$ cat src/rtl/exti_pkg.sv
// ---------------------------------------------------------------------------
// exti_pkg : shared defaults and FSM state encoding for the EXTI controller
// Revision : 1.0
// ---------------------------------------------------------------------------
`default_nettype none

package exti_pkg;

  localparam int NUM_LINES_DEF = 21;
  localparam int ID_W_DEF      = 5;

  typedef enum logic [1:0] {
    ST_IDLE   = 2'd0,
    ST_REQ    = 2'd1,
    ST_ACTIVE = 2'd2
  } state_t;

endpackage

`default_nettype wire

$ cat src/rtl/exti_prio_enc.sv
// ---------------------------------------------------------------------------
// exti_prio_enc : combinational lowest-index-first priority encoder
// Revision      : 1.0
// ---------------------------------------------------------------------------
`default_nettype none

module exti_prio_enc
  import exti_pkg::*;
#(
  parameter int NUM_LINES = NUM_LINES_DEF,
  parameter int ID_W      = ID_W_DEF
) (
  input  logic [NUM_LINES-1:0] req,
  output logic                 valid,
  output logic [ID_W-1:0]      idx
);

  // Scanning downward lets the lowest set index overwrite all higher ones.
  always_comb begin
    valid = |req;
    idx   = '0;
    for (int i = NUM_LINES - 1; i >= 0; i--) begin
      if (req[i]) idx = ID_W'(i);
    end
  end

endmodule

`default_nettype wire

$ cat src/rtl/exti_controller.sv
// ---------------------------------------------------------------------------
// exti_controller : pending-register latch and single-request IRQ handshake FSM
// Revision        : 1.0
// ---------------------------------------------------------------------------
`default_nettype none

module exti_controller
  import exti_pkg::*;
#(
  parameter int NUM_LINES = NUM_LINES_DEF,
  parameter int ID_W      = ID_W_DEF
) (
  input  logic                 clk,
  input  logic                 rst,
  input  logic [NUM_LINES-1:0] EDGE_DETECTED,
  input  logic [NUM_LINES-1:0] EXTI_IMR,
  input  logic [NUM_LINES-1:0] EXTI_SWIER,
  input  logic [NUM_LINES-1:0] PR_CLR,
  input  logic                 IRQ_ACK,
  input  logic                 IRQ_DONE,
  output logic [NUM_LINES-1:0] EXTI_PR,
  output logic                 IRQ_VALID,
  output logic [ID_W-1:0]      IRQ_ID,
  output logic                 IRQ_ACTIVE,
  output logic [ID_W-1:0]      ACTIVE_ID
);

  state_t               state;
  state_t               state_next;
  logic [NUM_LINES-1:0] pr;
  logic [NUM_LINES-1:0] pr_next;
  logic [NUM_LINES-1:0] set_vec;
  logic [NUM_LINES-1:0] clr_vec;
  logic [NUM_LINES-1:0] id_mask;
  logic [NUM_LINES-1:0] eligible;
  logic                 ack_accept;
  logic                 still_eligible;
  logic                 win_valid;
  logic [ID_W-1:0]      win_idx;
  logic [ID_W-1:0]      irq_id;
  logic [ID_W-1:0]      active_id;
  logic                 valid_q;
  logic                 active_q;

  assign set_vec    = (EDGE_DETECTED | EXTI_SWIER) & EXTI_IMR;
  assign id_mask    = {{(NUM_LINES-1){1'b0}}, 1'b1} << irq_id;
  assign ack_accept = (state == ST_REQ) && IRQ_ACK;
  assign clr_vec    = PR_CLR | (ack_accept ? id_mask : '0);
  // Set wins over any clear landing on the same bit in the same cycle.
  assign pr_next    = (pr & ~clr_vec) | set_vec;
  assign eligible   = pr & EXTI_IMR;

  // Presented line stays requested only if it survives this cycle's clears and mask.
  assign still_eligible = |(pr_next & EXTI_IMR & id_mask);

  exti_prio_enc #(
    .NUM_LINES (NUM_LINES),
    .ID_W      (ID_W)
  ) u_prio_enc (
    .req   (eligible),
    .valid (win_valid),
    .idx   (win_idx)
  );

  always_comb begin
    state_next = state;
    case (state)
      ST_IDLE:   if (win_valid) state_next = ST_REQ;
      ST_REQ: begin
        if (IRQ_ACK)              state_next = ST_ACTIVE;
        else if (!still_eligible) state_next = ST_IDLE;
      end
      ST_ACTIVE: if (IRQ_DONE) state_next = ST_IDLE;
      default:   state_next = ST_IDLE;
    endcase
  end

  always_ff @(posedge clk) begin
    if (rst) begin
      state     <= ST_IDLE;
      pr        <= '0;
      irq_id    <= '0;
      active_id <= '0;
      valid_q   <= 1'b0;
      active_q  <= 1'b0;
    end else begin
      state    <= state_next;
      pr       <= pr_next;
      valid_q  <= (state_next == ST_REQ);
      active_q <= (state_next == ST_ACTIVE);
      if (state == ST_IDLE && win_valid) irq_id <= win_idx;
      if (ack_accept) active_id <= irq_id;
    end
  end

  assign EXTI_PR    = pr;
  assign IRQ_VALID  = valid_q;
  assign IRQ_ID     = irq_id;
  assign IRQ_ACTIVE = active_q;
  assign ACTIVE_ID  = active_id;

endmodule

`default_nettype wire

$ cat config.mk
export PLATFORM = sky130hd
export DESIGN_NAME = exti_controller
export DESIGN_NICKNAME = d
export VERILOG_FILES = /design/src/rtl/exti_pkg.sv /design/src/rtl/exti_prio_enc.sv /design/src/rtl/exti_controller.sv
export SDC_FILE = /design/constraint.sdc
export NUM_CORES = 1
export LEC_CHECK = 0
export CORE_ASPECT_RATIO = 0.9
export CORE_MARGIN = 4
export CORE_UTILIZATION = 30
export CTS_CLUSTER_DIAMETER = 60
export DETAILED_ROUTE_END_ITERATION = 16
export GPL_TIMING_DRIVEN = 0
export PLACE_DENSITY_LB_ADDON = 0.3
export SETUP_SLACK_MARGIN = 0.5
export SYNTH_ARGS = -nofsm -noshare
export SYNTH_HDL_FRONTEND = slang
export SYNTH_HIERARCHICAL = 1
export SYNTH_SLANG_ARGS = --single-unit
$ cat constraint.sdc
create_clock -name clk -period 2.15 [get_ports clk]
set_input_delay 0.43 -clock clk [delete_from_list [all_inputs] [get_ports clk]]
set_output_delay 0.43 -clock clk [all_outputs]
set_load 0.005 [all_outputs]
==> summary.txt, run 1 <==
Global route
  – GRT Total Usage: 19.7%
  – Met1 usage: 25.5%
  – Grt total ovfl: 0
  – First-pass GRT wire length: 14.3 mm
  – Most Used Layer, Global Route: met2
  – Largest net degree at the start of global routing: 12
  – GR Layer Usage met2: roughly a third
  – Vias in the first global route: around 3000
  – Initial antenna violation count: 0
  – M3 GR Usage: 4.92%

Placement
  – Placed cell area: 3640 sq um
  – Placed Cells: 522
  – HPWL Detailed: about 7.3 mm
  – PortBufs: around 120
  – Routability cong.: 0.900

Detailed routing
  – DRT Pass-1 Iters: 4
  – Remaining routing DRC violations: 0
  – Drt initial violations: 153
  – Vias per cell: 5.37
  – Drt wl/cell: between 15 and 20 um
  – Final WL: 9.70 mm
  – Via count: 3011
  – ANT nets after route: 0

Setup path
  – Arrival time worst endpoint: between 2000 and 2500 ps
  – Worst flop-to-flop path startpoint: EXTI_PR[16]
  – Critical path class: reg2reg
  – Worst Reg-to-Reg Cells: 8
  – Slowest cell on crit path: or4_4
  – R2R setup slack: 130 ps
  – Worst setup EP type: register
  – Critical Path RT: 2310 ps
  – CP bufs+invs: 0
  – Crit path max-delay family: simple AND/OR/NAND/NOR gates
  – Crit path max fanout: 3
  – CP peak stage delay: between 500 and 600 ps
  – CP Launch Type: register
  – Worst path cell trace: and2_4, or4_4, nor2_4, nand4_1, nor3b_4, a21oi_2, and3_4, a2111oi_4
  – RR Endpoint: state[0]

STA
  – FMAX: between 0.4 and 0.5 GHz
  – Max-slew headroom: 58.2%
  – Fin crit period: between 2000 and 2500 ps
  – Least-Margin Pin Slew: 626 ps
  – Sum Neg Setup Slack: 0 ps
  – Setup Skew: 4.51 ps
  – Final Hold Viols: 0
  – Fin. max-slew vios: 0
  – RSZ-0062 raised after global routing: true
  – Post-route clock period utilization: between 90% and 100%
  – Final setup fails: 0

Synth
  – Yosys reg bits: 35
  – Post-Syn Area: 2320 sq um
  – Post-Synth Simple-Gate Area: between 30 and 40%
  – Post-Synthesis Cells: 307
  – Synth area leaders: dfxtp_1 (30%), o21ai_0 (9.7%), a21oi_1 (7.1%)
  – Post-synth top area cell: dfxtp_1
  – Synth cell count leaders: o21ai_0 (45), dfxtp_1 (35), a21oi_1 (33), and2_1 (22), nand2_1 (22)
  – Post-Syn Area per Cell: 7.55 sq um
  – Yosys top cell area share: 30.2%
  – Xor and xnor area share after synthesis: 0%
  – Post-synth ARST share: 0%
  – Main synth FF type: dfxtp_1
  – Main combinational cell family by area after synthesis: simple AND/OR/NAND/NOR gates
  – Post-synthesis sequential area ratio: a little under a third
  – Mux cell area share after synthesis: under 10%
  – Top-count cell post-synth: o21ai_0
  – Syn_nets: 395
  – Synth unique cells: between 40 and 50
  – Post-synth EDFFs: 0
  – YS warnings: 6
  – Adder-cell share of the synthesized area: 0%
  – Compound-Gate Fraction of Synth Area: 27.5%

Floorplan
  – Die Ht: 91.4 um
  – Die width: slightly above 100 um
  – Io pins: 121
  – Core area: around 7500 sq um
  – Effective utilization at floorplan: 30.7%
  – Die Footprint: around 9200 sq um
  – Cell Rows: 30

CTS
  – CTS tree: built
  – Cts hold-fix bufs: 0
  – H-tree Lvls: 2
  – Clock tree sinks: 35
  – Clk slew on worst S/H paths: 80 ps
  – Worst-Skew Late Latency: 290 ps
  – CTS root buffer: clkbuf_8
  – CTS buffer count: 5
  – Clk buf depth: 2

Final layout
  – Fin cells: 561
  – Final Cell Area: 4260 sq um
  – Share of cells above drive strength 1: 26.2%
  – Area grow syn2layout: 84.0%
  – Inserted Diodes: 0
  – Layout net count: 552
  – FILL cells: 687

Job
  – # Max-Cap Violations: 0

Worst hold path
  – Hold endpoint: ACTIVE_ID[3]
  – Hold Path Stages: 2
  – Hold/Removal Path Class: reg2reg
  – Hold_sp: ACTIVE_ID[3]

Run status
  – Outcome: finished clean

Power and ir drop
  – Pwr dens: 581 nW/um^2
  – Lkg Pwr: 1.67 nW
  – Maximum VDD drop: 0.282 mV
## how the worst max path moves through the flow
| stage | start | to | slack, ps | cells after the start |
|---|---|---|---|---|
| after global routing | PR_CLR[0] | IRQ_VALID | 70 | 8 |
| final | EXTI_PR[16] | state[0] | 130 | 8 |
| after floorplan | EXTI_IMR[17] | IRQ_VALID | 120 | 8 |
| after global placement | EXTI_IMR[17] | IRQ_VALID | -550 | 9 |
| after detailed placement | EXTI_IMR[19] | state[0] | -560 | 9 |
| after CTS | EXTI_IMR[6] | state[0] | 130 | 8 |
## state kept, by name (all words and copies together), names as in the netlist
signal	cells
ACTIVE_ID	5
IRQ_VALID	1
IRQ_ACTIVE	1
state	2
EXTI_PR	21
IRQ_ID	5
## cells by family after synthesis
group,count (synthesis)
AO/OA/AOI/OAI,107
flip-flops,35
buffers and inverters,17
multiplexers,6
AND/OR/NAND/NOR,142
## metrics by stage
step                      hold slack [ps]  power, W  worst slack [ps]  util, %
after CTS                             459   0.00240               126     54.8
after detailed placement              449   0.00162              -563     48.2
after global routing                  481   0.00259              67.3     56.5
after floorplan                       453   0.00120               119        -
after global placement                442   0.00160              -546     48.2
final                                 459   0.00248               129     56.5
## tightest hold or removal path, cell delays in order, from the launching register on
cell and delay (ps):
dfxtp_1 310, nand2_1 50, a21oi_1 50
## area by class of cell
cell class                 instances  area [sq um]  share of cell area (%)
buffer                            10          75.1                    1.76
clock buffer                       6          82.6                    1.94
clock inverter                     2          35.0                   0.822
inverter                           7          26.3                   0.616
multi-input combinational        255          1780                    41.8
sequential                        35           721                    16.9
tap                               96           120                    2.82
timing repair buffer             150          1420                    33.4
## power by group
| group | total (W) | internal, W | switching [W] |
|---|---|---|---|
| Combinational | 0.00106 | 0.000587 | 0.000472 |
| Clock | 0.000627 | 0.000375 | 0.000252 |
| Sequential | 0.000791 | 0.000718 | 0.0000729 |
| Total | 0.00248 | 0.00168 | 0.000797 |
## per-layer routing
layer  vias up  share of wire (%)
li1       1447                  -
met1      1400                 41
met2       150                 46
met3        14                 11
met4         0                1.4
met5         -                  0
## cell usage in the layout (no fill, tap or decap), types with 10 or more instances in the layout
cell | synthesis | layout
nor2_1 | 21 | 19
o21ai_1 | 3 | 14
buf_4 | 1 | 31
nand2_1 | 22 | 19
nor2b_1 | 19 | 16
dfxtp_1 | 35 | 23
a21oi_1 | 33 | 31
and2_4 | 0 | 22
dlygate4sd2_1 | 0 | 10
clkdlybuf4s50_1 | 0 | 100
o21ai_0 | 45 | 32
dfxtp_2 | 0 | 10
## what timing repair did
action / CTS / global route
pin swaps: 26 / 9
setup buffers: 24 / 6
gates cloned: 1 / 0
endpoints found under the setup margin: 33 / 37
gates resized for setup: 92 / 35
Note: power is estimated with default switching activity, not from simulation.
==> run 2, diff against run 1 <==
--- a/config.mk
+++ b/config.mk
@@ -13,6 +13,7 @@
 export GPL_TIMING_DRIVEN = 0
 export PLACE_DENSITY_LB_ADDON = 0.3
 export SETUP_SLACK_MARGIN = 0.5
+export SLEW_MARGIN = 20
 export SYNTH_ARGS = -nofsm -noshare
 export SYNTH_HDL_FRONTEND = slang
 export SYNTH_HIERARCHICAL = 1
==> results of run 2 <==
The final DEF is identical to that of run 1; final timing and power are the same.
==> run 3, diff against run 2 <==
--- a/config.mk
+++ b/config.mk
@@ -11,6 +11,7 @@
 export CTS_CLUSTER_DIAMETER = 60
 export DETAILED_ROUTE_END_ITERATION = 16
 export GPL_TIMING_DRIVEN = 0
+export MAX_ROUTING_LAYER = met4
 export PLACE_DENSITY_LB_ADDON = 0.3
 export SETUP_SLACK_MARGIN = 0.5
 export SLEW_MARGIN = 20
==> run 3 against run 2 <==
Effect of this change:
- global-route usage up 2.1 points
- final cell count up 1.6%
- first-iteration DRC count up 3.9%
- register-to-register slack worse by 30 ps
- cell area up 1.6%
- core utilization up 0.88 points
- critical path type unchanged
- critical endpoint unchanged
==> summary.txt, run 3 (synthesis gave the netlist of run 1 again) <==
Run status
  – Outcome: finished clean

Setup path
  – RR Endpoint: state[0]
  – Crit path max fanout: 10 (+7)
  – Worst flop-to-flop path startpoint: IRQ_ID[1]
  – R2R setup slack: 100 ps (-30 ps)
  – CP Launch Type: register
  – Arrival time worst endpoint: 2230 ps (+50 ps)
  – Critical path class: reg2reg
  – Critical Path RT: 2330 ps (+20 ps)
  – Worst setup EP type: register
  – Worst Reg-to-Reg Cells: 7 (-1)

Global route
  – GRT Total Usage: 21.8% (+2.1 points)
  – Largest net degree at the start of global routing: 11 (-1)
  – Vias in the first global route: 3158 (+6.5%)
  – Initial antenna violation count: 0 (unchanged)
  – Grt total ovfl: 0 (unchanged)
  – First-pass GRT wire length: 15.4 mm (+7.8%)

STA
  – Post-route clock period utilization: 95.3% (+1.3 points)
  – Setup Skew: 4.29 ps (-0.217 ps)
  – Final worst slack: 102 ps (-27.1 ps)
  – Final setup fails: 0 (unchanged)
  – Fin crit period: 2050 ps (+27.1 ps)
  – Fin Hold WS: 457 ps (-1.88 ps)
  – RSZ-0062 raised after global routing: true
  – FMAX: 0.488 GHz (-1.3%)
  – Final Hold Viols: 0 (unchanged)
  – Max-slew headroom: 55.6% (-2.6 points)
  – Fin. max-slew vios: 0 (unchanged)
  – Least-Margin Pin Slew: 666 ps (+39.5 ps)

Detailed routing
  – Drt wl/cell: 17.9 um (+3.7%)
  – Vias per cell: 5.39 (+0.35%)
  – Via count: 3070 (+2.0%)
  – Final WL: 10.2 mm (+5.4%)
  – Remaining routing DRC violations: 0 (unchanged)
  – ANT nets after route: 0 (unchanged)
  – DRT Pass-1 Iters: 5 (+1)
  – Drt initial violations: 159 (+3.9%)

Job
  – # Max-Cap Violations: 0 (unchanged)

Floorplan
  – Die Footprint: 9200 sq um (unchanged)
  – Cell Rows: 30 (unchanged)
  – Io pins: 121 (unchanged)
  – Die width: 101 um (unchanged)
  – Effective utilization at floorplan: 30.7% (unchanged)
  – Die Ht: 91.4 um (unchanged)
  – Core area: 7540 sq um (unchanged)

CTS
  – CTS buffer count: 5 (unchanged)
  – H-tree Lvls: 2 (unchanged)
  – Clock tree sinks: 35 (unchanged)
  – CTS tree: built
  – Clk buf depth: 2 (unchanged)
  – Cts hold-fix bufs: 0 (unchanged)
  – Worst-Skew Late Latency: 290 ps (about the same)
  – CTS root buffer: clkbuf_8
  – Clk slew on worst S/H paths: 70 ps (about the same)

Power and ir drop
  – Maximum VDD drop: 0.265 mV (-6.2%)
  – Lkg Pwr: 1.75 nW (+4.5%)
  – Pwr dens: 549 nW/um^2 (-5.4%)

Final layout
  – FILL cells: 666 (-3.1%)
  – Most common cell after layout, fill and taps aside: clkdlybuf4s50_1
  – Max FFs per register: 21 (unchanged)
  – Fin cells: 570 (+1.6%)
  – Inserted Diodes: 0 (unchanged)
  – Area grow syn2layout: 86.9%
  – Share of cells above drive strength 1: 27.4% (+1.2 points)
  – Layout net count: 562 (+1.8%)
  – Commonest non-fill, non-tap cells in the layout: clkdlybuf4s50_1 (96), buf_4 (40), o21ai_0 (36)

Placement
  – Setup WS pre-CTS: -583 ps (-19.3 ps)
  – HPWL Detailed: 7.39 mm (+1.3%)
  – Placed Cells: 522 (unchanged)
  – PortBufs: 119 (unchanged)
  – Routability cong.: 0.926 (+2.9%)

Worst hold path
  – Hold endpoint: ACTIVE_ID[3]
  – Hold Path Stages: 2 (unchanged)
  – Hold_sp: ACTIVE_ID[3]
  – Hold/Removal Path Class: reg2reg
run 3: repair_timing:
item,CTS,global route
buffers inserted,32,8
pin swaps,25,12
gates cloned,1,0
setup endpoints to repair,33,33
gates resized for setup,99,28
run 3: worst max-delay path: stages (launching register included):
cell and delay (ps):
dfxtp_2 400, buf_2 250, nand3b_1 240, a211oi_1 310
or4_4 190, nor4_4 40, buf_4 160, a2111oi_4 340
run 3: power breakdown:
part / switching, W / total (W) / internal, W / leakage (nW)
Sequential: 0.0000649 / 0.000782 / 0.000717 / 0.294
Clock: 0.000243 / 0.000495 / 0.000251 / 0.0470
Combinational: 0.000495 / 0.00110 / 0.000607 / 1.41
run 3: final cells by class:
type | instances | area, sq um | share of cell area (%)
Buffer | 10 | 76.3 | 1.76
Clock buffer | 6 | 82.6 | 1.91
Clock inverter | 1 | 5.00 | 0.116
Inverter | 7 | 26.3 | 0.607
Multi-Input combinational cell | 255 | 1780 | 41.1
Sequential cell | 35 | 726 | 16.8
Tap cell | 96 | 120 | 2.77
Timing Repair Buffer | 160 | 1520 | 35.0
run 3: how the worst max path moves through the flow:
stage	slack, ps	cells past startpoint	start	end
floorplan	120	8	EXTI_IMR[17]	IRQ_VALID
global placement	-550	9	EXTI_IMR[17]	IRQ_VALID
detailed placement	-580	9	EXTI_IMR[15]	state[0]
CTS	120	8	EXTI_PR[19]	state[0]
global route	50	8	EXTI_PR[16]	state[0]
finish	100	7	IRQ_ID[1]	state[0]
run 3: per-stage QoR:
| step | setup TNS [ps] | total power (W) | area, sq um | utilization, % |
|---|---|---|---|---|
| floorplan | 0 | 0.00120 | 2330 | - |
| global placement | -4700 | 0.00160 | 3640 | 48.2 |
| detailed placement | -5360 | 0.00162 | 3640 | 48.2 |
| CTS | 0 | 0.00231 | 4200 | 55.6 |
| global route | 0 | 0.00249 | 4330 | 57.4 |
| finish | 0 | 0.00238 | 4330 | 57.4 |
run 3: metal layers:
layer  track usage [%]  up-vias  part of all wire [%]
met4              6.17        0                   2.1
met2              35.1      170                    46
li1                  -     1460                     -
met5                 -        -                     0
met1              27.0     1413                    42
met3              5.07       27                   9.5
